**config.mk**
```make
export PLATFORM = sky130hd
export DESIGN_NAME = spi_request_arbiter
export DESIGN_NICKNAME = d
export VERILOG_FILES = /design/src/rtl/spi_request_arbiter.sv
export SDC_FILE = /design/constraint.sdc
export NUM_CORES = 1
export LEC_CHECK = 0
export CORE_MARGIN = 3
export CORE_UTILIZATION = 40
export CTS_CLUSTER_DIAMETER = 50
export DETAILED_ROUTE_END_ITERATION = 7
export PLACE_DENSITY_LB_ADDON = 0.08
export SYNTH_ARGS = -nofsm -noshare
export SYNTH_HDL_FRONTEND = slang
export SYNTH_SLANG_ARGS = --single-unit
```
**constraint.sdc**
```tcl
create_clock -name clk -period 3.45 [get_ports clk]
set_clock_uncertainty 0.15 [all_clocks]
set_input_delay 0.69 -clock clk [delete_from_list [all_inputs] [get_ports clk]]
set_output_delay 0.69 -clock clk [all_outputs]
set_load 0.01 [all_outputs]
```
**src/rtl/spi_request_arbiter.sv**
```systemverilog
// rtl/spi_request_arbiter.sv - round-robin arbiter sharing one SPI master between NUM_REQ requesters
// One transaction per grant, CSB-idle gap afterwards, hung-master timeout with sticky error.
module spi_request_arbiter #(
  parameter int NUM_REQ     = 4,
  parameter int DATA_W      = 16,
  parameter int SEL_W       = 3,
  parameter int GAP_CYC     = 4,
  parameter int TIMEOUT_CYC = 1024
) (
  input  logic                      clk,
  input  logic                      rst,
  input  logic                      enable,
  input  logic [NUM_REQ-1:0]        req,
  input  logic [NUM_REQ*DATA_W-1:0] tx_data,
  output logic [NUM_REQ-1:0]        ack,
  output logic [DATA_W-1:0]         rx_data,
  output logic                      busy,
  output logic [SEL_W-1:0]          grant_id,
  output logic                      timeout_err,
  input  logic                      err_clr,
  output logic                      spi_start,
  output logic [DATA_W-1:0]         spi_txdata,
  input  logic                      spi_done,
  input  logic [DATA_W-1:0]         spi_rxdata,
  output logic [SEL_W-1:0]          spi_sel
);

  localparam logic [2:0] S_IDLE  = 3'd0;
  localparam logic [2:0] S_SETUP = 3'd1;
  localparam logic [2:0] S_START = 3'd2;
  localparam logic [2:0] S_WAIT  = 3'd3;
  localparam logic [2:0] S_GAP   = 3'd4;

  localparam int TMO_W = (TIMEOUT_CYC > 2) ? $clog2(TIMEOUT_CYC) : 1;
  localparam int GAP_W = $clog2(GAP_CYC + 1);
  localparam logic [TMO_W-1:0] TMO_LAST = TMO_W'(TIMEOUT_CYC - 2);
  localparam logic [GAP_W-1:0] GAP_LAST = GAP_W'(GAP_CYC);
  localparam logic [SEL_W-1:0] LAST_ID  = SEL_W'(NUM_REQ - 1);

  logic [2:0]         state;
  logic [SEL_W-1:0]   ptr;
  logic [TMO_W-1:0]   tmo_cnt;
  logic [GAP_W-1:0]   gap_cnt;
  logic [SEL_W-1:0]   pick;
  logic               pick_vld;
  logic [DATA_W-1:0]  pick_word;
  logic [NUM_REQ-1:0] grant_onehot;
  logic [SEL_W-1:0]   ptr_next;

  // Two passes: requesters below ptr first, then those at/above ptr overwrite,
  // so the lowest set index at or above ptr wins, else the lowest wrapped one.
  always_comb begin
    pick      = '0;
    pick_vld  = 1'b0;
    pick_word = '0;
    for (int i = NUM_REQ - 1; i >= 0; i--) begin
      if (req[i] && (SEL_W'(i) < ptr)) begin
        pick      = SEL_W'(i);
        pick_vld  = 1'b1;
        pick_word = tx_data[i*DATA_W +: DATA_W];
      end
    end
    for (int i = NUM_REQ - 1; i >= 0; i--) begin
      if (req[i] && (SEL_W'(i) >= ptr)) begin
        pick      = SEL_W'(i);
        pick_vld  = 1'b1;
        pick_word = tx_data[i*DATA_W +: DATA_W];
      end
    end
  end

  assign grant_onehot = {{(NUM_REQ-1){1'b0}}, 1'b1} << grant_id;
  assign ptr_next     = (grant_id == LAST_ID) ? '0 : grant_id + 1'b1;

  always_ff @(posedge clk) begin
    if (rst) begin
      state       <= S_IDLE;
      ptr         <= '0;
      tmo_cnt     <= '0;
      gap_cnt     <= '0;
      ack         <= '0;
      rx_data     <= '0;
      busy        <= 1'b0;
      grant_id    <= '0;
      timeout_err <= 1'b0;
      spi_start   <= 1'b0;
      spi_txdata  <= '0;
      spi_sel     <= '0;
    end else begin
      ack       <= '0;
      spi_start <= 1'b0;
      // A timeout below overrides this clear in the same cycle.
      if (err_clr) timeout_err <= 1'b0;

      case (state)
        S_IDLE: begin
          if (enable && pick_vld) begin
            grant_id   <= pick;
            spi_sel    <= pick;
            spi_txdata <= pick_word;
            busy       <= 1'b1;
            state      <= S_SETUP;
          end
        end
        S_SETUP: begin
          spi_start <= 1'b1;
          state     <= S_START;
        end
        S_START: begin
          tmo_cnt <= '0;
          state   <= S_WAIT;
        end
        S_WAIT: begin
          if (spi_done) begin
            rx_data <= spi_rxdata;
            ack     <= grant_onehot;
            gap_cnt <= '0;
            state   <= S_GAP;
          end else if (tmo_cnt == TMO_LAST) begin
            rx_data     <= '0;
            timeout_err <= 1'b1;
            ack         <= grant_onehot;
            gap_cnt     <= '0;
            state       <= S_GAP;
          end else begin
            tmo_cnt <= tmo_cnt + 1'b1;
          end
        end
        S_GAP: begin
          // First GAP cycle carries the ack; GAP_CYC idle clocks follow it.
          if (gap_cnt == GAP_LAST) begin
            ptr   <= ptr_next;
            busy  <= 1'b0;
            state <= S_IDLE;
          end else begin
            gap_cnt <= gap_cnt + 1'b1;
          end
        end
        default: state <= S_IDLE;
      endcase
    end
  end

endmodule

```
==> results.sh <==
export IMPL_worstSetupStartpointType="register"
export IMPL_power_density_nw_per_um2=373
export IMPL_cts_sinks=59
export IMPL_routedWlPerCell_um=18.1
export IMPL_clk_pin_slew_ps=70
export IMPL_dp_hpwl_um=8470
export IMPL_setup_viol=0
export IMPL_grt_pass1_vias=4147
export IMPL_final_common_cell="clkdlybuf4s50_1"
export IMPL_synth_edff_count=0
export IMPL_cts_made_buffers=9
export IMPL_synth_area_leaders="dfxtp_1 (30%), a211o_1 (7.2%), a21oi_1 (6.3%)"
export IMPL_port_buffers=131
export IMPL_p_leak_nw=2.03
export IMPL_grt_max_degree=37
export IMPL_routed_via_density=6.12
export IMPL_io_pins=134
export IMPL_num_vias=4232
export IMPL_cts_hold_buf=0
export IMPL_ir_drop_mv=0.171
export IMPL_antenna_found_initial=0
export IMPL_met1_usage=0.288
export IMPL_cts_root_buffer="clkbuf_8"
export IMPL_maxCapViolCount=0
export IMPL_final_cells=692
export IMPL_area_growth_pct=41.3
export IMPL_track_usage=0.221
export IMPL_synth_top_area_cell="dfxtp_1"
export IMPL_dieArea_sq_um=10900
export IMPL_synth_seq_cells=59
export IMPL_async_flop_share=0
export IMPL_rows=35
export IMPL_cts_tree="yes"
export IMPL_hp_start="timeout_err$_SDFF_PP0_"
export IMPL_die_w_um=105
export IMPL_cp_arrival_ps=2750
export IMPL_synth_flop_cell="dfxtp_1"
export IMPL_ant_nets=0
export IMPL_yosysWarnings=0
export IMPL_status="completed"
export IMPL_grt_pass1_wl_um=20200
export IMPL_post_route_min_period_ps=2630
export IMPL_cts_resized=0
export IMPL_path_cells="inv_1 > ha_1 > and4_1 > a31o_2 > a21oi_1 > a22o_1"
export IMPL_avgSynthCellArea_sq_um=8.57
export IMPL_hold_path_class="register to register"
export IMPL_insertion_delay_ps=340
export IMPL_dieHeight_um=105
export IMPL_cts_buffer_depth=2
export IMPL_cts_setup_buffers=0
export IMPL_r2r_start="tmo_cnt[0]$_SDFFE_PP0P_"
export IMPL_crit_family="compound AO/OA/AOI/OAI gates"
export IMPL_rsz0062_at_grt="false"
export IMPL_use_met3=0.0490
export IMPL_gp_congestion=0.843
export IMPL_worstPathRequired_ps=3570
export IMPL_relSlewSlack=0.183
export IMPL_gr_total_overflow=0
export IMPL_gr_usage_met2=0.355
export IMPL_start_util=0.416
export IMPL_netlist_area_sq_um=3880
export IMPL_cp_slowest_cell="a21oi_1"
export IMPL_busiest_layer="met2"
export IMPL_hold_viol=0
export IMPL_dp_cells=677
export IMPL_coreArea_sq_um=9330
export IMPL_crit_path_end_kind="register"
export IMPL_cts_max_level=3
export IMPL_finalWirelength_um=12500
export IMPL_final_cell_mix="clkdlybuf4s50_1 (131), dfxtp_1 (59), a21oi_1 (49)"
export IMPL_yosysSeqAreaShare=0.304
export IMPL_synth_cell_type_count=60
export IMPL_drive_above_1_share=0.0853
export IMPL_critical_path_max_stage_delay_ps=970
export IMPL_diodes=0
export IMPL_worstMarginPinSlew_ps=1230
export IMPL_dr_pass1_iters=5
export IMPL_path_buf_inv=1
export IMPL_crit_start="tmo_cnt[0]$_SDFFE_PP0P_"
export IMPL_netlist_instances=453
export IMPL_crit_type="register to register"
export IMPL_synth_top_area_frac=0.304
export IMPL_drt_iter0_drc=266
export IMPL_drv_slew=0
export IMPL_crit_path_max_fanout=16
export IMPL_post_route_period_util=0.763
export IMPL_nNetsFinal=656
export IMPL_max_freq_mhz=380
export IMPL_fin_tns_setup_ps=0
export IMPL_drc=0
[worst paths after layout]
kind,endpoint,slack [ps],cells after the start
max,rx_data[9]$_SDFFE_PP0P_,820,6
min,timeout_err$_SDFF_PP0_,320,2
max reg2reg,rx_data[9]$_SDFFE_PP0P_,820,6
min reg2reg,timeout_err$_SDFF_PP0_,320,2
[cell type report]
class / count / area (sq um)
Sequential cell: 59 / 1180
Clock buffer: 10 / 138
Tap cell: 129 / 161
Fill cell: 873 / 3840
Multi-Input combinational cell: 301 / 2290
Clock inverter: 5 / 125
Inverter: 42 / 158
Timing Repair Buffer: 146 / 1440
[state kept, by name, indices dropped and copies added, names as in the netlist]
| register | cells |
|---|---|
| state | 3 |
| ptr | 2 |
| ack | 4 |
| busy | 1 |
| timeout_err | 1 |
| spi_sel | 2 |
| tmo_cnt | 10 |
| gap_cnt | 3 |
| rx_data | 16 |
| spi_start | 1 |
| spi_txdata | 16 |
[power breakdown]
part	internal (mW)	switching (mW)
Sequential	0.715	0.0250
Clock	0.568	0.279
Combinational	0.231	0.231
[per-layer routing]
layer,part of all wire,up-vias
li1,-,1997
met1,0.43,1975
met2,0.45,223
met3,0.083,37
met4,0.029,0
met5,0,-
[synth_stat cells, drive strengths merged, types with 4 or more instances]
library cell and count:
a2111oi 16, nand3 6, inv 42, and4 4, a221o 16, a21oi 49
o311ai 17, o31ai 6, nand2 12, buf 27, or3 4, ha 8
a31oi 17, o2111ai 16, mux2i 4, nor2 13, dfxtp 59, and3 5
a211o 32, o21ai 19, clkbuf 25, or4 6, a22o 16, nand4 5
[through the flow]
stage / total power [mW] / worst slack [ps] / instance area [sq um] / hold WS, ps / util
CTS: 2.06 / 800 / 5490 / 321 / 0.588
finish: 2.05 / 818 / 5490 / 315 / 0.588
global route: 2.14 / 579 / 5490 / 340 / 0.588
global placement: 1.21 / 577 / 5230 / 306 / 0.560
floorplan: 0.995 / 1300 / 3890 / 298 / -
detailed placement: 1.21 / 541 / 5230 / 304 / 0.560
[cell families after synthesis]
logic type,share of synthesized area
adder cells (fa/ha/maj),0.0258
multiplexers,0.0103
other,0.000966
XOR/XNOR,0.00451
AO/OA/AOI/OAI,0.439
AND/OR/NAND/NOR,0.104
flip-flops,0.304
buffers and inverters,0.111
[tightest hold or removal path: stages, from the launching register on]
cell      delay (ps)
dfxtp_1          310
nand2b_1          60
a21oi_1           50
No activity file was read; power rests on OpenSTA's default activity.
